File: config.mk
export PLATFORM = sky130hd
export DESIGN_NAME = cv32e40x_flush_sequencer
export DESIGN_NICKNAME = d
export VERILOG_FILES = /design/src/rtl/cv32e40x_flush_sequencer.sv
export SDC_FILE = /design/constraint.sdc
export NUM_CORES = 1
export LEC_CHECK = 0
export ABC_AREA = 1
export CAP_MARGIN = 20
export CORE_MARGIN = 5
export CORE_UTILIZATION = 59
export CTS_CLUSTER_SIZE = 20
export DETAILED_ROUTE_END_ITERATION = 16
export PLACE_DENSITY_LB_ADDON = 0.25
export REMOVE_ABC_BUFFERS = 1
export SETUP_SLACK_MARGIN = 0.1
export SKIP_LAST_GASP = 1
export SYNTH_ARGS = -nofsm -noshare
export SYNTH_HDL_FRONTEND = slang
export SYNTH_SLANG_ARGS = --single-unit
File: constraint.sdc
create_clock -name clk -period 3.6 [get_ports clk]
set_clock_uncertainty 0.05 [all_clocks]
set_input_delay 0.72 -clock clk [delete_from_list [all_inputs] [get_ports clk]]
set_output_delay 0.72 -clock clk [all_outputs]
set_load 0.01 [all_outputs]
File: src/rtl/cv32e40x_flush_sequencer.sv
// Flush handshake sequencer for the controller.
// Fans a single flush start out to NUM_CH downstream agents. Agents are
// requested either all at once or one at a time, lowest index first.
// Requests are held off while the LSU is busy, and each request phase can be
// bounded by a cycle timeout. done_o pulses for one cycle when the flush ends.
// ack_mask_o then shows which agents acknowledged.

module cv32e40x_flush_sequencer #(
    parameter int unsigned NUM_CH     = 2,
    parameter bit          SEQUENTIAL = 1'b0,
    parameter int unsigned TIMEOUT_W  = 8
) (
    input  logic                 clk,
    input  logic                 rst_n,
    input  logic                 start_i,
    input  logic [NUM_CH-1:0]    ch_en_i,
    input  logic                 lsu_busy_i,
    input  logic [TIMEOUT_W-1:0] timeout_i,
    output logic [NUM_CH-1:0]    flush_req_o,
    input  logic [NUM_CH-1:0]    flush_ack_i,
    output logic                 busy_o,
    output logic                 done_o,
    output logic                 timeout_o,
    output logic [NUM_CH-1:0]    ack_mask_o
);

    typedef enum logic [1:0] {
        IDLE,
        WAIT_LSU,
        REQ,
        DONE
    } state_e;

    state_e               state_q;
    logic [NUM_CH-1:0]    pend_q;
    logic [NUM_CH-1:0]    req_q;
    logic [NUM_CH-1:0]    ack_mask_q;
    logic [TIMEOUT_W-1:0] cnt_q;
    logic [TIMEOUT_W-1:0] tmo_lim_q;
    logic                 busy_q;
    logic                 done_q;
    logic                 tmo_q;

    logic [NUM_CH-1:0]    ack_hit;
    logic [NUM_CH-1:0]    pend_nxt;
    logic                 expire;

    // Isolates the lowest set bit (two's complement trick).
    function automatic logic [NUM_CH-1:0] lowest_set(input logic [NUM_CH-1:0] v);
        return v & (~v + NUM_CH'(1));
    endfunction

    // Request vector for a given set of pending channels.
    function automatic logic [NUM_CH-1:0] req_for(input logic [NUM_CH-1:0] v);
        return SEQUENTIAL ? lowest_set(v) : v;
    endfunction

    // An ack counts only on a channel that is currently being requested.
    assign ack_hit  = flush_ack_i & req_q;
    assign pend_nxt = pend_q & ~ack_hit;

    // The phase budget is exhausted on this cycle (the limit is sampled at start).
    assign expire = (tmo_lim_q != '0) && (cnt_q == tmo_lim_q - TIMEOUT_W'(1));

    // Sequencer FSM; every output is driven straight from a flop.
    always_ff @(posedge clk or negedge rst_n) begin
        if (!rst_n) begin
            state_q    <= IDLE;
            pend_q     <= '0;
            req_q      <= '0;
            ack_mask_q <= '0;
            cnt_q      <= '0;
            tmo_lim_q  <= '0;
            busy_q     <= 1'b0;
            done_q     <= 1'b0;
            tmo_q      <= 1'b0;
        end else begin
            // NOTE: non-blocking assignments throughout, so every branch reads
            // the pre-edge state. The default below turns done_q into a pulse.
            done_q <= 1'b0;
            case (state_q)
                IDLE: begin
                    if (start_i) begin
                        pend_q     <= ch_en_i;
                        ack_mask_q <= '0;
                        tmo_lim_q  <= timeout_i;
                        cnt_q      <= '0;
                        tmo_q      <= 1'b0;
                        busy_q     <= 1'b1;
                        if (ch_en_i == '0) begin
                            state_q <= DONE;
                            done_q  <= 1'b1;
                        end else if (lsu_busy_i) begin
                            state_q <= WAIT_LSU;
                        end else begin
                            state_q <= REQ;
                            req_q   <= req_for(ch_en_i);
                        end
                    end
                end

                WAIT_LSU: begin
                    if (!lsu_busy_i) begin
                        state_q <= REQ;
                        req_q   <= req_for(pend_q);
                        cnt_q   <= '0;
                    end
                end

                REQ: begin
                    pend_q     <= pend_nxt;
                    ack_mask_q <= ack_mask_q | ack_hit;
                    if (pend_nxt == '0) begin
                        // Last ack wins even on the expiry cycle.
                        state_q <= DONE;
                        done_q  <= 1'b1;
                        req_q   <= '0;
                    end else if (expire) begin
                        state_q <= DONE;
                        done_q  <= 1'b1;
                        tmo_q   <= 1'b1;
                        pend_q  <= '0;
                        req_q   <= '0;
                    end else begin
                        req_q <= req_for(pend_nxt);
                        if (SEQUENTIAL && (ack_hit != '0)) begin
                            cnt_q <= '0;
                        end else if (!(&cnt_q)) begin
                            cnt_q <= cnt_q + TIMEOUT_W'(1);
                        end
                    end
                end

                DONE: begin
                    state_q <= IDLE;
                    busy_q  <= 1'b0;
                    tmo_q   <= 1'b0;
                end

                default: begin
                    state_q <= IDLE;
                    busy_q  <= 1'b0;
                    req_q   <= '0;
                end
            endcase
        end
    end

    assign flush_req_o = req_q;
    assign busy_o      = busy_q;
    assign done_o      = done_q;
    assign timeout_o   = tmo_q;
    assign ack_mask_o  = ack_mask_q;

    // An agent must never acknowledge a flush it was not asked for.
    a_ack_needs_req: assert property (@(posedge clk) disable iff (!rst_n)
        ((flush_ack_i & ~req_q) == '0));

    // A start while busy is ignored: it must not clear the acks collected so far.
    a_start_busy_ignored: assert property (@(posedge clk) disable iff (!rst_n)
        (start_i && busy_q) |=> ((ack_mask_q & $past(ack_mask_q)) == $past(ack_mask_q)));

endmodule

Yosys cells after proc, flatten, opt, wreduce, memory -nomap -nowiden

Index checks and enable logic that the tools add are counted.

Flip-flop bits (word level): 27
Bits in latches: 0
Bits in writable memories: 0
Bits in read-only memories: 0
Input port bits: 16
Output and inout bits: 7
Word-level logic and storage cells: 81
Memories: 0

Add/subtract/negate cells: 2
$mul: 0
Divide/modulo/power cells: 0
Magnitude comparators: 0
Equal/unequal tests: 13
Shift-type cells: 0
Multiplexer cells: 36
Bitwise gates (word level): 4
Reduce and logical (&&, ||, !) cells: 17

Operators with widths:

| kind                                                               | number |
|---|---|
| 8-bit two-way mux                                                  | 5 |
| 2-bit two-way mux                                                  | 15 |
| 8-bit one-hot mux with 3 select lines                              | 1 |
| 2-bit != test, second input constant                               | 8 |
| 8-bit by 1-bit adder with 8-bit output, second input constant      | 1 |
| 8-bit equality test                                                | 1 |
| 1-bit two-way mux                                                  | 8 |
| 2-bit one-hot mux with 2 select lines                              | 2 |
| 2-bit one-hot mux with 4 select lines                              | 1 |
| 8-bit AND reduction                                                | 1 |
| 8-bit nonzero test                                                 | 1 |
| 8-bit by 1-bit subtractor with 8-bit output, second input constant | 1 |
| 2-bit logical NOT                                                  | 3 |
| 2-bit one-hot mux with 3 select lines                              | 1 |
| 2-bit AND reduction                                                | 3 |
| 6-bit AND reduction                                                | 1 |
| 3-bit nonzero test                                                 | 2 |
| 5-bit AND reduction                                                | 1 |
| 2-bit AND                                                          | 2 |
| 2-bit equality test, second input constant                         | 2 |
| 1-bit one-hot mux with 2 select lines                              | 2 |
| 4-bit AND reduction                                                | 1 |
| 2-bit nonzero test                                                 | 2 |
| 3-bit != test, second input constant                               | 1 |
| other kinds (6)                                                    | 6 |

Longest topological paths before layout

Depth in word-level cells: 6
Gate-level depth with buffers: 15
Gate-level depth less buffers: 14

Worst setup path after synthesis

OpenSTA, ideal clock, no wires.

Kind: input to register
Start point: input port flush_ack_i[0]
End point: register cnt_q[3]
Library setup time: 0.117 ns
Arrival: 1.663 ns
Data required time: 3.433 ns
Setup slack: 1.770 ns
Stages on the path: 10
Cell sequence: nand2_1 -> inv_1 -> o21ai_1 -> nor2_1 -> inv_1 -> nand4_1 -> inv_2 -> o21ai_4 -> nand2_1 -> nand2_1

Word-level cells in the longest chain between the ends: 6

RTL lines:

| element                       | RTL line | text |
|---|---|---|
| from (decl)                   | 20       | `input logic [NUM_CH-1:0] flush_ack_i,` |
| 2-bit AND                     | 59       | `assign ack_hit = flush_ack_i & req_q;` |
| 2-bit inverter                | 60       | `assign pend_nxt = pend_q & ~ack_hit;` |
| 2-bit AND                     | 60       |  |
| 2-bit logical NOT             | 113      | `if (pend_nxt == '0) begin` |
| 2-bit != test (no line)       | n/a      |  |
| 6-bit AND reduction (no line) | n/a      |  |
| to (signal assigned)          | 129      | `cnt_q <= cnt_q + TIMEOUT_W'(1);` |
| to (decl)                     | 38       | `logic [TIMEOUT_W-1:0] cnt_q;` |

Every way passes these cells.
A chain may end at the register's enable or synchronous reset.

Worst setup path after layout

Start point: register state_q[0]
End point: register cnt_q[0]

Word-level cells in the longest chain between the ends: 3
Elaborated cells on any way between the ends: 11
Those cells by class: 7 x eq/ne; 1 x mux; 3 x reduce/logical

RTL lines:

| element                                                              | RTL line | text |
|---|---|---|
| from (decl)                                                          | 34       | `state_e state_q;` |
| from (signal assigned)                                               | 68       | `state_q <= IDLE;` |
| from (signal assigned)                                               | 91       | `state_q <= DONE;` |
| from (signal assigned)                                               | 94       | `state_q <= WAIT_LSU;` |
| 2-bit equality test, or another cell as far along                    | 81       | `case (state_q)` |
| 2-bit != test (no line) / 3-bit nonzero test (equally long branches) | n/a      |  |
| 6-bit AND reduction (no line)                                        | n/a      |  |

Several ways; a longest one is shown, not always the timed one.

==> metrics <==
Tightest Pin Transition=between 0.5 and 0.6 ns; status=finished, final reports clean; Worst slew margin=0.6155; area of the multi-input gates=948.4 um2; VDD IR max=approximately 0.00046 V; PwrDens=785.4 nW/um2; CP Class=flop to flop; CTS Buf Count=3; drt via density=5.299; vias in the first global route=1527; post-cts resize count=0; htree depth=1; endpoints failing hold=0; busiest layer in global routing=met2; WP data required=3.84 ns; fill count=235; crit end category=flop; # port buffers=22; first-pass GRT wire length=6.513 mm; Synth Area per Inst=7.261 um2; largest net degree at the start of global routing=28; violation count after the first detailed-route iteration=150; worst reg2reg startpoint=state_q[0]; met2 Usage GRT=0.3065; Die ar.=4199 um2; # rows=19; drt drc=0; RSZ-0062 raised after global routing=false; clk buf depth=2; # IOs=23; WL per Instance=12.63 um; Startpoint Class=flop; Worst-Skew Late Latency=0.34 ns; Final Cycle Share=0.5842; fin nets=slightly below 300; cell breakdown of the critical path=inv_1 -> ha_1 -> inv_1 -> nor2_1 -> inv_1 -> nand4_1 -> inv_2 -> o21ai_4 -> nand2_1 -> nand2_1; critical path peak fanout=15; Hold Crit Start=timeout_o; setup bufs post-CTS=0; Final Wtd Congestion=0.9088; Register Area=675.6 um2; Final WS setup=1.497 ns; grt met3 use=0.02591; Root Buffer=clkbuf_4; CP dominant cell by count=inv_1; worst setup path startpoint=state_q[0]; Tot GR Track Use=0.1938; Starting Density=0.6263; HP Class=flop to flop; GR Layer Usage met1=0.2695; Synth Instances=~240; placed cells=a little under 300; die boundary width=64.80 um; share of layout cells above drive strength 1=0.07116; Die Ht=64.80 um; setup tns final=0 ns; 1st-pass router iterations=4; hold buffers post-CTS=0; DPL Wire Length=2.977 mm; maxcap violations=0; Post-Syn Area=1772 um2; setup violators final=0; Slew Limit Fails=0; post-layout min period=~2.1 ns; Largest delay share family, worst path=adder cells; core area=2829 um2; max incr delay on CP=0.53 ns; Leakage Power=between 1 and 1.5 nW; initial antenna violation count=0; Non-Filler Instances=roughly 300; ANT nets after route=0; highest clock rate=475.5 MHz; ANT cells=0; CP arrival=2.34 ns; GRT overflow=0; slowest stage cell, crit path=ha_1; worst path bufs/invs=4; CTS tree=built; Area Overhead vs Synth=15.40%; Reg clk slew, reported paths=about 0.15 ns; post-synthesis register bit count=27; fin util=0.7227; pre-CTS setup slack=~1.2 ns; routed vias=1579; Sink Count=27; yosys warns=0; Seq/Total Area, Yosys=0.3814; Detailed Route WL=approximately 3.8 mm; Synth cell types=28
==> logic make-up after synthesis <==
kind of cell	count (synthesis)	share of synthesized area
flops	27	0.3814
fa+ha+maj	7	0.04943
simple gates	139	0.3482
buf+inv	37	0.08333
xor+xnor	11	0.06215
compound gates	23	0.07557
==> state kept, by name (all words and copies together), names as in the netlist <==
name and count:
cnt_q 8, flush_req_o 2, ack_mask_o 2, done_o 1, busy_o 1, state_q 2, tmo_lim_q 8, pend_q 2
timeout_o 1
==> per-stage QoR <==
step	hold slack, ns	power, mW	area, um2
global route	0.5142	1.777	2044
finish	0.4655	1.606	2044
CTS	0.4680	1.606	2044
global placement	0.4275	1.443	2014
floorplan	0.3744	1.207	1748
detailed placement	0.4337	1.467	2014
==> power breakdown <==
group          switching [mW]  internal (mW)  leakage (nW)
clock                  0.0948         0.0426        0.0139
combinational           0.579          0.368         0.703
sequential              0.108          0.414         0.346
==> worst reg2reg max path, stage by stage (launching register included) <==
cell and delay (ns):
dfrtp_1 0.45, inv_1 0.10, ha_1 0.53, inv_1 0.24
nor2_1 0.15, inv_1 0.07, nand4_1 0.13, inv_2 0.10
o21ai_4 0.11, nand2_1 0.08, nand2_1 0.06
==> per-layer routing <==
| layer | vias up | share of wire |
|---|---|---|
| li1 | 823 | - |
| met1 | 709 | 0.48 |
| met2 | 40 | 0.47 |
| met3 | 7 | 0.034 |
| met4 | 0 | 0.015 |
| met5 | - | 0 |
==> path summary, 6_finish.rpt <==
path | endpoint | slack, ns | cells after the start
worst max register to register | cnt_q[0] | 1.50 | 10
worst max-delay path | cnt_q[0] | 1.50 | 10
worst min-delay path | timeout_o | 0.47 | 2
worst min register to register | timeout_o | 0.47 | 2
min in group asynchronous | cnt_q[1] | 0.69 | 2
max in group asynchronous | tmo_lim_q[6] | 2.56 | 2
==> Yosys cell counts <==
| cell type | number | area, um2 |
|---|---|---|
| a21oi_1 | 7 | 35.03 |
| a31oi_1 | 1 | 6.260 |
| buf_2 | 1 | 5.000 |
| buf_6 | 1 | 11.26 |
| clkbuf_1 | 2 | 7.510 |
| clkinv_1 | 1 | 3.750 |
| dfrtp_1 | 27 | 675.7 |
| ha_1 | 7 | 87.58 |
| inv_1 | 29 | 108.9 |
| inv_2 | 3 | 11.26 |
| nand2_1 | 76 | 285.3 |
| nand2_2 | 2 | 12.51 |
| nand3_1 | 17 | 85.08 |
| nand3_2 | 2 | 20.02 |
| nand3_4 | 1 | 17.52 |
| nand4_1 | 11 | 68.82 |
| nor2_1 | 23 | 86.33 |
| nor2_2 | 5 | 31.28 |
| nor3_1 | 2 | 10.01 |
| o211ai_1 | 1 | 7.510 |
| o21ai_0 | 8 | 40.04 |
| o21ai_1 | 3 | 15.01 |
| o21ai_4 | 1 | 16.27 |
| o21bai_1 | 1 | 7.510 |
| o22ai_1 | 1 | 6.260 |
| xnor2_1 | 1 | 8.760 |
| xnor3_1 | 1 | 22.52 |
| xor2_1 | 9 | 78.83 |
==> cell usage in the layout (no fill, tap or decap) <==
cell type        instances
o21ai_1                  3
a31oi_1                  1
nand3_2                  2
ha_1                     7
a21oi_1                  7
nand3_1                 17
clkdlybuf4s50_1         22
inv_2                    3
nand3_4                  1
o21ai_4                  1
xnor3_1                  1
nand2_1                 76
nor3_1                   2
clkinvlp_4               1
o211ai_1                 1
nand2_2                  2
nor2_2                   5
dfrtp_1                 27
inv_1                   29
nand4_1                 11
o21bai_1                 1
xor2_1                   9
buf_4                    1
clkinv_1                 1
clkbuf_4                 3
xnor2_1                  1
o21ai_0                  8
o22ai_1                  1
nor2_1                  23
==> area by class of cell <==
class                           count  area share
Inverter                           33     0.06059
Timing Repair Buffer               23      0.1114
Clock buffer                        3     0.01102
Sequential cell                    27      0.3305
Tap cell                           31     0.01897
Multi-Input combinational cell    180      0.4639
Clock inverter                      1    0.003672
(Power assumes the default switching activity.)
